## src/rtl/player_input.sv

```systemverilog
`timescale 1ns/1ps
// Keyboard front end for Crossy Robbers: turns the HID keycode word into one-cycle
// command pulses with edge detection, hold-to-repeat and opposite-direction cancellation.
module player_input #(
   parameter int REPEAT_DELAY  = 20,
   parameter int REPEAT_PERIOD = 8
) (
   input  logic        Clk,
   input  logic        Reset,
   input  logic        tick,
   input  logic        enable,
   input  logic [31:0] keycode,
   output logic [3:0]  p1_move,
   output logic [3:0]  p2_move,
   output logic        start,
   output logic        quit
);

   localparam logic [1:0] ST_IDLE   = 2'd0;
   localparam logic [1:0] ST_DELAY  = 2'd1;
   localparam logic [1:0] ST_REPEAT = 2'd2;

   localparam logic [7:0] DELAY_LAST  = 8'(REPEAT_DELAY - 1);
   localparam logic [7:0] PERIOD_LAST = 8'(REPEAT_PERIOD - 1);

   // Held-vector layout: [3:0] p1 {up,down,left,right}, [7:4] p2 same order, [8] Enter, [9] Escape.
   function automatic logic [9:0] decode_keys(input logic [31:0] kc);
      logic [9:0] h;
      logic [7:0] code;
      h = '0;
      for (int s = 0; s < 4; s++) begin
         code = kc[s*8 +: 8];
         case (code)
            8'h07:   h[0] = 1'b1;
            8'h04:   h[1] = 1'b1;
            8'h16:   h[2] = 1'b1;
            8'h1A:   h[3] = 1'b1;
            8'h4F:   h[4] = 1'b1;
            8'h50:   h[5] = 1'b1;
            8'h51:   h[6] = 1'b1;
            8'h52:   h[7] = 1'b1;
            8'h28:   h[8] = 1'b1;
            8'h29:   h[9] = 1'b1;
            default: ;
         endcase
      end
      return h;
   endfunction

   // A movement key only counts while its opposite in the same axis is not held.
   function automatic logic [7:0] cancel_opposites(input logic [7:0] h);
      return {h[7] & ~h[6], h[6] & ~h[7], h[5] & ~h[4], h[4] & ~h[5],
              h[3] & ~h[2], h[2] & ~h[3], h[1] & ~h[0], h[0] & ~h[1]};
   endfunction

   function automatic logic [3:0] pick_one(input logic [3:0] r);
      if (r[3])      return 4'b1000;
      else if (r[2]) return 4'b0100;
      else if (r[1]) return 4'b0010;
      else if (r[0]) return 4'b0001;
      else           return 4'b0000;
   endfunction

   logic [9:0]      held;
   logic [9:0]      held_d;
   logic [7:0]      lock;
   logic [7:0][1:0] state;
   logic [7:0][1:0] state_nx;
   logic [7:0][7:0] cnt;
   logic [7:0][7:0] cnt_nx;
   logic [7:0]      eff;
   logic [7:0]      eff_d;
   logic [7:0]      req;

   // Previous effective state derives from held_d, so a cancelled key whose partner is
   // released sees a rising edge exactly like a fresh press.
   assign eff   = cancel_opposites(held[7:0]);
   assign eff_d = cancel_opposites(held_d[7:0]);

   always_comb begin
      // NOTE: every output of this block gets a default first so no path infers a latch.
      state_nx = state;
      cnt_nx   = cnt;
      req      = '0;
      for (int i = 0; i < 8; i++) begin
         if (!enable || !eff[i]) begin
            state_nx[i] = ST_IDLE;
            cnt_nx[i]   = '0;
         end else begin
            case (state[i])
               ST_IDLE: begin
                  // lock blocks keys that were already down while movement was disabled
                  if (!eff_d[i] && !lock[i]) begin
                     req[i]      = 1'b1;
                     state_nx[i] = ST_DELAY;
                     cnt_nx[i]   = '0;
                  end
               end
               ST_DELAY: begin
                  if (tick) begin
                     if (cnt[i] == DELAY_LAST) begin
                        req[i]      = 1'b1;
                        state_nx[i] = ST_REPEAT;
                        cnt_nx[i]   = '0;
                     end else begin
                        cnt_nx[i] = cnt[i] + 8'd1;
                     end
                  end
               end
               ST_REPEAT: begin
                  if (tick) begin
                     if (cnt[i] == PERIOD_LAST) begin
                        req[i]    = 1'b1;
                        cnt_nx[i] = '0;
                     end else begin
                        cnt_nx[i] = cnt[i] + 8'd1;
                     end
                  end
               end
               default: begin
                  state_nx[i] = ST_IDLE;
                  cnt_nx[i]   = '0;
               end
            endcase
         end
      end
   end

   always_ff @(posedge Clk) begin
      // NOTE: all state here uses non-blocking assignments so every register samples pre-edge values.
      if (Reset) begin
         // NOTE: the per-key FSM and counter arrays are tiny flops, not RAM, so they are reset with everything else.
         held    <= '0;
         held_d  <= '0;
         lock    <= '0;
         state   <= {8{ST_IDLE}};
         cnt     <= '0;
         p1_move <= '0;
         p2_move <= '0;
         start   <= 1'b0;
         quit    <= 1'b0;
      end else begin
         held    <= decode_keys(keycode);
         held_d  <= held;
         lock    <= (lock | {8{~enable}}) & held[7:0];
         state   <= state_nx;
         cnt     <= cnt_nx;
         p1_move <= pick_one(req[3:0]);
         p2_move <= pick_one(req[7:4]);
         start   <= held[8] & ~held_d[8];
         quit    <= held[9] & ~held_d[9];
      end
   end

endmodule

```

## config.mk

```make
export PLATFORM = sky130hd
export DESIGN_NAME = player_input
export DESIGN_NICKNAME = d
export VERILOG_FILES = /design/src/rtl/player_input.sv
export SDC_FILE = /design/constraint.sdc
export NUM_CORES = 1
export LEC_CHECK = 0
export ABC_AREA = 1
export BUFFER_PORTS_ARGS = -buffer_cell sky130_fd_sc_hd__buf_2
export CORE_ASPECT_RATIO = 0.75
export CORE_MARGIN = 5
export CORE_UTILIZATION = 65
export DETAILED_ROUTE_END_ITERATION = 8
export PLACE_DENSITY = 0.9
export SYNTH_ARGS = -nofsm -noshare
export SYNTH_HDL_FRONTEND = slang
export SYNTH_SLANG_ARGS = --single-unit
```

## constraint.sdc

```tcl
create_clock -name Clk -period 4.15 [get_ports Clk]
set_input_delay 0 -clock Clk [delete_from_list [all_inputs] [get_ports Clk]]
set_output_delay 0 -clock Clk [all_outputs]
set_load 0.01 [all_outputs]
```

Yosys cells after proc, flatten, opt, wreduce, memory -nomap -nowiden
Index checks and enable logic that the tools add are counted.
{"block": "word_totals", "register_bits": 118, "word_cells": 451}
{"block": "classes", "eq_ne": 104, "add_sub_neg": 8, "bitwise_logic": 47, "mux": 184, "reduce_logical": 79}
{"op": "8-bit 2-to-1 mux", "count": 40}
{"op": "8-bit case mux with 3 select lines", "count": 8}
{"op": "8-bit by 3-bit == test with 1-bit output, second input constant", "count": 16}
{"op": "8-bit by 5-bit == test with 1-bit output, second input constant", "count": 16}
{"op": "8-bit by 7-bit == test with 1-bit output, second input constant", "count": 16}
{"op": "1-bit 2-to-1 mux", "count": 90}
{"op": "8-bit by 1-bit adder with 8-bit output, second input constant", "count": 8}
{"op": "8-bit by 6-bit == test with 1-bit output, second input constant", "count": 8}
{"op": "2-bit != test, second input constant", "count": 32}
{"op": "2-bit 2-to-1 mux", "count": 26}
{"op": "2-bit case mux with 3 select lines", "count": 8}
{"op": "4-bit AND reduction", "count": 8}
{"op": "1-bit inverter", "count": 27}
{"op": "1-bit logical NOT", "count": 25}
{"op": "1-bit case mux with 3 select lines", "count": 8}
{"op": "3-bit AND reduction", "count": 8}
{"op": "2-bit OR reduction", "count": 10}
{"op": "1-bit AND", "count": 18}
{"op": "2-bit by 1-bit == test with 1-bit output, second input constant", "count": 8}
{"op": "2-bit == test, second input constant", "count": 8}
{"op": "2-bit logical NOT", "count": 8}
{"op": "8-bit AND", "count": 1}
{"op": "1-bit logical AND", "count": 8}
{"op": "1-bit logical OR", "count": 8}
{"op": "other kinds (5)", "count": 9}

Longest topological paths before layout
{"block": "depth", "word_depth": 11, "mapped_depth": 11, "depth_no_buf": 10}

Least setup slack after synthesis
Ideal clock, no wire load.
{"block": "synth_path", "path_kind": "flip-flop to flip-flop", "from": "register state[11] (netlist name)", "to": "register cnt[45] (netlist name)", "path_stages_with_launch": 8, "slack_ps": 2738, "setup_ps": 125, "synth_period_minus_slack_ps": 1412, "path_buffers": 0, "arrival_ps": 1288, "required_time_ps": 4025, "path_cell_list": "dfxtp_1 -> inv_1 -> ha_1 -> o21ai_2 -> nand2_2 -> nor3_1 -> xor2_1 -> nor2_1"}
{"block": "synth_via", "elab_chain_cells": 3, "elab_cells_between_ends": 8}
{"item": "from (decl)", "line_no": "67", "source": "logic [7:0][1:0] state;"}
{"item": "from (signal assigned)", "line_no": "136", "source": "state <= {8{ST_IDLE}};"}
{"item": "from (signal assigned)", "line_no": "146", "source": "state <= state_nx;"}
{"item": "2-bit == test, or another cell as far along", "line_no": "90", "source": "case (state[i])"}
{"item": "2-bit != test (no line)"}
{"item": "3-bit AND reduction (no line)"}
{"item": "to (signal assigned)", "line_no": "147", "source": "cnt <= cnt_nx;"}
{"item": "to (decl)", "line_no": "69", "source": "logic [7:0][7:0] cnt;"}
Several ways; a longest one is shown, not always the timed one.
A chain may end at the register's enable or synchronous reset.

Worst setup path after layout
{"block": "layout_path", "from": "register state[8] (netlist name)", "to": "register cnt[35] (netlist name)"}
Same word-level chain as after synthesis.

==> results.tsv <==
stage	metric	value	unit
clock_network	Longest Clk Path Bufs	2	
floorplanning	boundary pin count	46	
setup_path	critical path class	reg -> reg	
power_and_ir_drop	total power	2.69	mW
floorplanning	Total Die Area	13400	um2
place	number of port buffers	45	
setup_path	slowest stage delay, CP	0.39	ns
grt	GR Overflow Total	0	
grt	largest net degree at the start of global routing	29	
setup_path	crit path DAT	2.03	ns
yosys	Mean Syn Cell Area	6.40	um2
place	DP Area	7590	um2
setup_path	most frequent CP cell	nand2_1	
clock_network	CTS tree	yes	
cells_and_area	most common cell after layout, fill and taps aside	nand2_1	
setup_path	Worst setup EP type	flop	
cells_and_area	fin area	8280	um2
routing	wire length on met3	1100	um
clock_network	Num Clock Sinks	118	
yosys	ys flop type	dfxtp_1	
routing	drt wl/cell	12.5	um
power_and_ir_drop	LEAKAGE	3.82	nW
timing	setup TNS	0	ns
routing	uppermost layer routed	met4	
cells_and_area	antenna fix cells	0	
status	status	finished clean	
yosys	#FFs+latches synth	118	
place	GP Congestion	0.918	
clock_network	H-tree level count	4	
timing	RSZ-0062 raised after global routing	false	
yosys	Post-synth ARST share	0	
floorplanning	die width	132	um
floorplanning	Initial Util	0.663	
cells_and_area	Syn-to-layout area delta	14.1	%
floorplanning	Die H	102	um
setup_path	Worst Setup Start Kind	flop	
grt	first-pass GRT wire length	29300	um
timing	f_max	0.576	GHz
timing	Slew Limit Headroom	0.571	
cells_and_area	layout cells sized above 1	0.0981	
cells_and_area	Final Net Count	1276	
clock_network	Root Driver	clkbuf_16	
routing	DRC viols	0	
yosys	Net Count, Synth	1210	
routing	drt first pass iters	5	
setup_path	CP max stage cell	dfxtp_1	
timing	fin crit share	0.418	
routing	met2 WL post-DR	7510	um
grt	gr usage total	0.260	
timing	clk_skew	0.00648	ns
routing	number of routed nets with antenna violations	0	
yosys	Warnings, synthesis	0	
timing	Final Hold Slack	0.0243	ns
routing	Total Wirelength	17000	um
power_and_ir_drop	PD cells	325	nW/um2
place	Post-Place Cells	1311	
grt	antenna violations before repair	0	
clock_network	CTS buffer count	17	
routing	DRT iter0 DRCs	606	
yosys	Netlist cell types	44	
setup_path	crit-path cells	inv_1 > ha_1 > nand2_1 > nand2_1 > a21oi_4 > nand2_1 > nand2_1 > nor2_1	
floorplanning	core area	10900	um2
power_and_ir_drop	Max VDD drop	0.000346	V
cells_and_area	non-filler cells in the finished layout	1353	
routing	via count	7209	
routing	routed vias/inst	5.33	
place	dpl hpwl	11900	um
yosys	Post-synth EDFFs	0	
yosys	area of the mapped netlist	7260	um2
timing	worst-margin pin slew	0.644	ns
timing	min cycle time layout	1.74	ns
timing	Pins Over Slew Limit	0	
floorplanning	row count	33	
grt	vias in the first global route	6639	
clock_network	clk slew on worst S/H paths	0.05	ns
routing	met1 WL	7950	um
min_path	min-delay worst type	in -> reg	
setup_path	crit-path max FO	16	
clock_network	insertion delay of the later-clocked pin in the worst-skew pair	0.42	ns
timing	final-report hold violation count	0	
cells_and_area	commonest non-fill, non-tap cells in the layout	nand2_1 (314), inv_1 (180), nor2_1 (158)	
yosys	Synth Instances	1134	
setup_path	WP data required	4.44	ns
timing	setup violators final	0	
yosys	sequential share of the synthesized area	0.325	
flow_run	max_cap viols	0	
## where the power goes
group          switching, mW  internal, mW  leakage [nW]
clock network          0.527         0.936         0.285
registers            0.00100          1.14         0.950
logic                 0.0640        0.0308          2.58
total                  0.592          2.10          3.82
## synthesized netlist by cell type, types with 3 or more instances
master / count / area, um2
dfxtp_1: 118 / 2360
a31oi_1: 4 / 25.0
ha_1: 40 / 500
o21bai_1: 6 / 45.0
o21ai_1: 9 / 45.0
nand4_1: 17 / 106
and3_1: 3 / 18.8
inv_2: 9 / 33.8
or2_0: 3 / 18.8
o22ai_1: 3 / 18.8
nor2_1: 158 / 593
buf_4: 3 / 22.5
inv_1: 180 / 676
nor4_1: 7 / 43.8
xor2_1: 7 / 61.3
a21oi_1: 40 / 200
buf_6: 3 / 33.8
nor2_2: 8 / 50.1
nand2_1: 314 / 1180
o21ai_2: 3 / 26.3
xnor2_1: 3 / 26.3
nor3_1: 21 / 105
nand3_1: 98 / 490
o21ai_0: 36 / 180
o21a_1: 9 / 67.6
a21oi_2: 6 / 52.6
## critical path: cells and delay by family, from the launching register on
kind / cells / cell delay (ns)
buffers and inverters: 1 / 0.09
adder cells (fa/ha/maj): 1 / 0.23
AO/OA/AOI/OAI: 1 / 0.34
AND/OR/NAND/NOR: 5 / 0.57
flip-flops: 1 / 0.39
## sequential cells by signal, indices dropped and copies added, names as in the netlist
register	flops
lock	8
quit	1
start	1
held	10
held_d	10
state	16
cnt	64
p1_move	4
p2_move	4
## cells by family (layout without fill, tap and decap cells)
family / after synthesis / count (layout) / synth area share
AND/OR/NAND/NOR: 644 / 644 / 0.382
buffers and inverters: 197 / 276 / 0.107
flip-flops: 118 / 118 / 0.325
AO/OA/AOI/OAI: 125 / 125 / 0.105
adder cells (fa/ha/maj): 40 / 40 / 0.0690
XOR/XNOR: 10 / 10 / 0.0121
## final timing paths
check	slack, ns	end	depth (start not counted)	start
worst max-delay path	2.41	cnt[35]$_SDFFE_PP0P_	8	state[8]$_SDFFE_PP0P_
worst min-delay path	0.02	held[2]$_SDFF_PP0_	5	keycode[18]
worst max register to register	2.41	cnt[35]$_SDFFE_PP0P_	8	state[8]$_SDFFE_PP0P_
worst min register to register	0.40	quit$_SDFF_PP0_	1	held_d[9]$_SDFF_PP0_
## metal layers
layer  GRT usage  vias to the layer above
met3      0.0581                       42
met2       0.423                      245
li1            -                     3713
met1       0.339                     3209
met5           0                        -
met4       0.103                        0
## metrics by stage
step           utilization  worst slack (ns)
2_1_floorplan            -              2.74
3_3_place_gp         0.694              2.54
3_5_place_dp         0.694              2.45
4_1_cts              0.757              2.43
5_1_grt              0.757              2.26
6_report             0.757              2.41
## layout make-up
type	count	area (um2)
Clock inverter	14	160
Clock buffer	18	429
Timing Repair Buffer	55	325
Fill cell	824	2660
Multi-Input combinational cell	819	4120
Inverter	189	709
Sequential cell	118	2360
Tap cell	140	175
## timing repair
| action | CTS | global route |
|---|---|---|
| gates resized for setup | 0 | 0 |
| setup buffers | 0 | 0 |
| hold buffers | 10 | 0 |
| hold endpoints to repair | 7 | 0 |
| endpoints found under the setup margin | 0 | 0 |
Power figures use the tool's default switching activity.
